[src/rtl/multiplier_datapath.sv]
// Multiplier datapath: six-entry register file (R0..R5) plus a combinational
// ALU. The control FSM steers it through read/write selects and closes the
// loop on the status flags. Read addresses 6/7 expose the operand ports.
module multiplier_datapath #(
    parameter int DATAWIDTH     = 16,
    parameter int SELECTIONALU  = 3,
    parameter int SELECTIONDECO = 3
) (
    input  logic                     clk,
    input  logic                     lowRst,
    input  logic [SELECTIONDECO-1:0] sSelDecoA,
    input  logic [SELECTIONDECO-1:0] sSelDecoB,
    input  logic [SELECTIONDECO-1:0] sSelDecoC,
    input  logic [SELECTIONALU-1:0]  sSelAlu,
    input  logic [DATAWIDTH-1:0]     iDataP0,
    input  logic [DATAWIDTH-1:0]     iDataP1,
    output logic [DATAWIDTH-1:0]     oResult,
    output logic                     sOverflow,
    output logic                     sCarry,
    output logic                     sNegative,
    output logic                     sZero,
    output logic                     sPar
);

    localparam int NUM_REGS = 6;

    localparam logic [SELECTIONALU-1:0] ALU_PASS_A = SELECTIONALU'(0);
    localparam logic [SELECTIONALU-1:0] ALU_PASS_B = SELECTIONALU'(1);
    localparam logic [SELECTIONALU-1:0] ALU_ADD    = SELECTIONALU'(2);
    localparam logic [SELECTIONALU-1:0] ALU_SHR    = SELECTIONALU'(3);
    localparam logic [SELECTIONALU-1:0] ALU_SHL    = SELECTIONALU'(4);
    localparam logic [SELECTIONALU-1:0] ALU_SUB    = SELECTIONALU'(5);
    localparam logic [SELECTIONALU-1:0] ALU_AND    = SELECTIONALU'(6);
    localparam logic [SELECTIONALU-1:0] ALU_OR     = SELECTIONALU'(7);

    localparam logic [SELECTIONDECO-1:0] ADDR_P0 = SELECTIONDECO'(6);
    localparam logic [SELECTIONDECO-1:0] ADDR_P1 = SELECTIONDECO'(7);

    logic [DATAWIDTH-1:0] r_regs [NUM_REGS];

    logic [DATAWIDTH-1:0] w_bus_a;
    logic [DATAWIDTH-1:0] w_bus_b;
    logic [DATAWIDTH:0]   w_sum;
    logic [DATAWIDTH:0]   w_diff;
    logic [DATAWIDTH-1:0] w_result;
    logic                 w_carry;
    logic                 w_overflow;

    // Read-port decode: R0..R5 from the register file, 6/7 straight from the
    // operand ports. Out-of-range register codes cannot occur with a 3-bit
    // address, but the default keeps the mux fully specified.
    function automatic logic [DATAWIDTH-1:0] read_bus(
        input logic [SELECTIONDECO-1:0] sel
    );
        logic [DATAWIDTH-1:0] val;
        val = '0;
        if (sel == ADDR_P0) begin
            val = iDataP0;
        end else if (sel == ADDR_P1) begin
            val = iDataP1;
        end else begin
            for (int i = 0; i < NUM_REGS; i++) begin
                if (sel == SELECTIONDECO'(i)) begin
                    val = r_regs[i];
                end
            end
        end
        return val;
    endfunction

    // Combinational bus A / bus B read.
    always_comb begin
        w_bus_a = read_bus(sSelDecoA);
        w_bus_b = read_bus(sSelDecoB);
    end

    // Extended-width add/sub: the extra MSB is the carry-out for add and the
    // borrow (A < B unsigned) for sub.
    always_comb begin
        w_sum  = {1'b0, w_bus_a} + {1'b0, w_bus_b};
        w_diff = {1'b0, w_bus_a} - {1'b0, w_bus_b};
    end

    // ALU operation select, carry and signed-overflow generation.
    always_comb begin
        w_result   = w_bus_a;
        w_carry    = 1'b0;
        w_overflow = 1'b0;
        case (sSelAlu)
            ALU_PASS_A: w_result = w_bus_a;
            ALU_PASS_B: w_result = w_bus_b;
            ALU_ADD: begin
                w_result   = w_sum[DATAWIDTH-1:0];
                w_carry    = w_sum[DATAWIDTH];
                w_overflow = (w_bus_a[DATAWIDTH-1] == w_bus_b[DATAWIDTH-1]) &&
                             (w_sum[DATAWIDTH-1] != w_bus_a[DATAWIDTH-1]);
            end
            ALU_SHR: begin
                w_result = {1'b0, w_bus_a[DATAWIDTH-1:1]};
                w_carry  = w_bus_a[0];
            end
            ALU_SHL: begin
                w_result = {w_bus_a[DATAWIDTH-2:0], 1'b0};
                w_carry  = w_bus_a[DATAWIDTH-1];
            end
            ALU_SUB: begin
                w_result   = w_diff[DATAWIDTH-1:0];
                w_carry    = w_diff[DATAWIDTH];
                w_overflow = (w_bus_a[DATAWIDTH-1] != w_bus_b[DATAWIDTH-1]) &&
                             (w_diff[DATAWIDTH-1] != w_bus_a[DATAWIDTH-1]);
            end
            ALU_AND: w_result = w_bus_a & w_bus_b;
            ALU_OR:  w_result = w_bus_a | w_bus_b;
            default: w_result = w_bus_a;
        endcase
    end

    // Status flags from the current-cycle ALU result, so the FSM can branch
    // in the same cycle it presents the read address.
    always_comb begin
        sZero     = (w_result == '0);
        sPar      = ~w_result[0];
        sNegative = w_result[DATAWIDTH-1];
        sCarry    = w_carry;
        sOverflow = w_overflow;
    end

    // Register-file write: one register per edge, codes 6/7 write nothing.
    // No read bypass, so a same-cycle read of the target sees the old value.
    always_ff @(posedge clk or negedge lowRst) begin
        if (!lowRst) begin
            for (int i = 0; i < NUM_REGS; i++) begin
                r_regs[i] <= '0;
            end
        end else begin
            for (int i = 0; i < NUM_REGS; i++) begin
                if (sSelDecoC == SELECTIONDECO'(i)) begin
                    r_regs[i] <= w_result;
                end
            end
        end
    end

    assign oResult = r_regs[0];

endmodule

[config.mk]
export PLATFORM = sky130hd
export DESIGN_NAME = multiplier_datapath
export DESIGN_NICKNAME = d
export VERILOG_FILES = /design/src/rtl/multiplier_datapath.sv
export SDC_FILE = /design/constraint.sdc
export NUM_CORES = 1
export LEC_CHECK = 0
export BUFFER_PORTS_ARGS = -buffer_cell sky130_fd_sc_hd__buf_2
export CAP_MARGIN = 20
export CORE_ASPECT_RATIO = 1.5
export CORE_MARGIN = 2
export CORE_UTILIZATION = 55
export DETAILED_ROUTE_END_ITERATION = 6
export MAX_ROUTING_LAYER = met4
export PLACE_DENSITY = 0.84
export SLEW_MARGIN = 25
export SYNTH_ARGS = -nofsm -noshare
export SYNTH_HDL_FRONTEND = slang
export SYNTH_SLANG_ARGS = --single-unit
[constraint.sdc]
create_clock -name clk -period 6.1 [get_ports clk]
set_input_delay 0.61 -clock clk [delete_from_list [all_inputs] [get_ports clk]]
set_output_delay 0.61 -clock clk [all_outputs]
set_load 0.005 [all_outputs]
Yosys cells after proc, flatten, opt, wreduce, memory -nomap -nowiden
Cells that the tools add are included.

$add $sub $neg: 2. Equality and inequality tests: 30. Mux-type cells: 19. Bitwise operators: 3. Reduce and logical (&&, ||, !) cells: 7.

Operators by type and width (number): two-way mux 16 bit (16); one-hot mux 16 bit (8 select lines) (1); == test 3 bit, second input constant (14); == test 3 x 2 -> 1 bit, second input constant (8); adder 16 x 16 -> 17 bit (1); subtractor 16 x 16 -> 17 bit (1); bitwise AND 16 bit (1); zero test 16 bit (1); OR 16 bit (1); == test 3 x 1 -> 1 bit, second input constant (4); zero test 3 bit (4); one-hot mux 1 bit (4 select lines) (1); inequality test 1 bit (3); logical AND 1 bit (2); one-hot mux 1 bit (2 select lines) (1); == test 1 bit (1); inverter 1 bit (1).

Register bits: 96. Input port bits: 46. Word-level logic and storage cells: 67.

Logic depth before layout (Yosys ltp)
Depth in word-level cells: 13. Gate-level depth with buffers: 19.

Least setup slack after synthesis
Ideal clock, no wire load.

Path kind: input to output. From: input port sSelDecoB[1]. To: output port sZero. Data arrival time: 4056 ps. Required time: 5490 ps. Path slack: 1434 ps. Stages on the path: 16. Path buffers: 3. Cell sequence: buf_6 buf_6 mux4_2 mux2i_1 inv_1 ha_1 buf_2 nand2b_4 a221oi_1 o2111a_1 nor4_1 or4b_1 a32oi_1 o2111a_1 nand3_1 nor3_2.

Longest elaborated chain between the ends: 12.

Ends and longest elaborated chain: from (decl) (RTL line 12) `input logic [SELECTIONDECO-1:0] sSelDecoB,`; zero test 3 bit (RTL line 63) `if (sel == SELECTIONDECO'(i)) begin`; two-way mux 16 bit (6 in a row) (RTL line 63); two-way mux 16 bit (RTL line 59) `end else if (sel == ADDR_P1) begin`; two-way mux 16 bit * (RTL line 57) `if (sel == ADDR_P0) begin`; subtractor 16 x 16 -> 17 bit, or another cell as far along (RTL line 81) `w_diff = {1'b0, w_bus_a} - {1'b0, w_bus_b};`; one-hot mux 16 bit (8 select lines) * (RTL line 89) `case (sSelAlu)`; zero test 16 bit * (RTL line 121) `sZero = (w_result == '0);`; to (decl) (RTL line 21) `output logic sZero,`.

Mark *: on every way between the ends. The rest lies on a longest branch, timed or not.

Worst setup path after layout
From: input port sSelDecoA[1]. To: output port sZero.

Longest elaborated chain between the ends: 12.

Ends and longest elaborated chain: from (decl) (RTL line 11) `input logic [SELECTIONDECO-1:0] sSelDecoA,`; zero test 3 bit (RTL line 63); two-way mux 16 bit (6 in a row) (RTL line 63); two-way mux 16 bit (RTL line 59); two-way mux 16 bit * (RTL line 57); subtractor 16 x 16 -> 17 bit, or another cell as far along (RTL line 81); one-hot mux 16 bit (8 select lines) * (RTL line 89); zero test 16 bit * (RTL line 121).

Marked as above.

==> reports/qor.txt <==
Largest net degree at the start of global routing: 73
Fin util: 59.3%
Post-place instance area: 0.00935 mm²
PD cells: 381 mW/mm²
# diodes: 0
Count leader, synth: nand2_1
CTS Buf Count: 9
Initial Utilization: 56.3%
Final Critical Period: 5.57 ns
Via count of the routed design: 8454
RSZ-0062 raised after global routing: false
Worst R2R End: r_regs[30]
Clk_lat worst skew: 0.34 ns
Post-Syn Instances: 1017
Critical path arrival: 4.96 ns
Setup TNS: 0 ns
TritonRoute pass-1 iters: 7
Async set-reset flop share out of synthesis: 100%
Detailed placer's ending HPWL: 20400 µm
Drt initial violations: 866
Post-CTS Setup Repair Bufs: 0
Layout Cells excl Fill: 1236
Status: complete, no violations
VDD IR-drop max: 0.000345 V
Clk slew on worst S/H paths: 0.07 ns
Post_cts resized: 0
Final instance area: 0.00965 mm²
Setup slack, reg-to-reg: 1.91 ns
Hold_ws: 0.160 ns
CTS root buffer: clkbuf_16
Commonest cells post-synth: nand2_1, o21ai_0, dfrtp_1
CP Capture Type: output port
Synth area leader: dfrtp_1
Final setup skew: 0.00834 ns
Post-CTS Hold Fix Bufs: 0
CP Launch Type: primary input
Area growth syn-to-layout: 5.44%
Syn_area_per_cell: 9.00 µm²
Clock Sink Count: 96
Nets: 1123
CTS tree: done
Final setup vio count: 0
Final Max Tran Viols: 0
CP Cell Sequence: buf_2 > buf_4 > nor2b_4 > a221oi_1 > o21ai_1 > ha_1 > nand2b_4 > a221oi_1 > o2111a_1 > nor4_1 > or4b_1 > a32oi_1 > o2111a_1 > nand3_1 > nor3_2 > buf_2
WL per Instance: 22.2 µm
HP Class: in -> async
Layout cells sized above 1: 20.2%
# port buffers: 66
Ys Warns: 0
Die Area: 0.0177 mm²
Synth cell types: 100
Req. time, crit path: 5.49 ns
Slew @ Worst Pin: 0.918 ns
Final Hold Viols: 0
Crit Path Max Fanout: 32
Max cap viols: 0
Reg-to-Reg Start: r_regs[0]
Synth top area cells: dfrtp_1, mux4_2, ha_1
Max-slew headroom: 38.8%
# rows: 57
CP max-delay cell: buf_2
Syn_nets: 1115
Die X: 109 µm
Initial antenna violation count: 0
RePlAce Congestion: 0.986
Global-route wire length before repair: 43300 µm
Reg2reg path depth: 15
Clk buf depth: 2
Routed Antenna Nets: 0
Vias in the first global route: 8118
Top cell type's share of synthesized area: 26.3%
Via/cell ratio: 6.84
Leakage: 0.00430 µW
Predominant post-synthesis flop cell: dfrtp_1
Seq cells post-synth: 96
Num ports: 67
Routed WL: 27500 µm
Register area share after synthesis: 26.3%
Post-synth EDFFs: 0
Die height: 162 µm
Remaining DRCs: 0
Max incr delay on CP: 0.54 ns
GRT Util Overall: 32.6%
Fin crit share: 91.3%
Placed Cells: 1220
Fmax: 0.180 GHz
Cell Area, Synth: 0.00915 mm²
Setup CP Type: in -> out
Placeable Area: 0.0163 mm²
Grt ovf: 0
CTS HTree Levels: 3
metal layers:
| metal | GRT usage, % | share of wire, % | wire (µm) |
|---|---|---|---|
| met5 | - | 0 | 0 |
| met4 | 20.9 | 7.3 | 2000 |
| met3 | 3.09 | 7.1 | 1950 |
| met2 | 51.3 | 48 | 13300 |
| met1 | 39.7 | 37 | 10300 |
critical path: cells and delay by family:
kind                     cells  cell delay [ns]
AND/OR/NAND/NOR              6             1.13
buffers and inverters        3             0.98
AO/OA/AOI/OAI                6             1.79
adder cells (fa/ha/maj)      1             0.43
power breakdown:
part | total, µW | switching [µW] | leakage [µW] | internal, µW
sequential | 1080 | 210 | 0.00120 | 870
clock | 566 | 246 | 0.000139 | 320
combinational | 2030 | 1170 | 0.00297 | 863
total | 3680 | 1630 | 0.00430 | 2050
how the worst max path moves through the flow:
stage	startpoint	end	slack [ns]
2_1_floorplan	sSelDecoB[1]	sZero	1.43
3_3_place_gp	sSelDecoB[1]	sZero	0.63
3_5_place_dp	sSelDecoB[1]	sZero	0.57
4_1_cts	sSelDecoB[1]	sZero	0.57
5_1_grt	sSelDecoB[1]	sZero	0.02
6_report	sSelDecoA[1]	sZero	0.53
placed cells by master (no fill, tap or decap), types with 8 or more instances in the layout:
master | Yosys | final
mux4_2 | 34 | 34
nor3_1 | 10 | 10
a21oi_1 | 48 | 48
nand3_1 | 19 | 19
a221oi_1 | 13 | 13
buf_2 | 16 | 65
nor2b_1 | 12 | 12
dfrtp_1 | 96 | 96
nor2_1 | 39 | 39
nand2b_1 | 13 | 13
nand2_1 | 134 | 133
a22oi_1 | 8 | 8
inv_1 | 54 | 54
mux2_2 | 21 | 21
clkbuf_16 | 0 | 9
ha_1 | 50 | 50
buf_4 | 19 | 21
a211oi_1 | 10 | 10
o211ai_1 | 13 | 13
o21ai_0 | 115 | 115
o22ai_1 | 13 | 13
mux2i_1 | 35 | 35
or3_1 | 9 | 8
cell families (layout without fill, tap and decap cells):
group	count (synthesis)	in the layout	synth area share, %
muxes	102	102	17.9
AOI/OAI and AO/OA	329	329	24.3
adders and majority gates	52	52	7.27
DFF	96	96	26.3
xor gates and xnor gates	6	6	0.574
buffers and inverters	152	165	8.93
and+or+nand+nor	280	280	14.8
stage by stage:
| step | power, µW | setup slack (ns) |
|---|---|---|
| floorplan | 2560 | 1.43 |
| global placement | 2990 | 0.631 |
| detailed placement | 3050 | 0.572 |
| CTS | 3620 | 0.571 |
| global route | 3930 | 0.0180 |
| finish | 3680 | 0.533 |
sequential cells by signal, summed over array words and instances, names as in the netlist:
register,count
oResult,16
r_regs,80
area by class of cell:
cell class                 count  area, µm²
fill                        1410       6610
multi-input combinational    769       5940
timing repair buffer          88        523
tap                          206        258
sequential                    96       2400
clock inverter                 6       67.6
clock buffer                  10        229
inverter                      61        229
(Power assumes the default switching activity.)
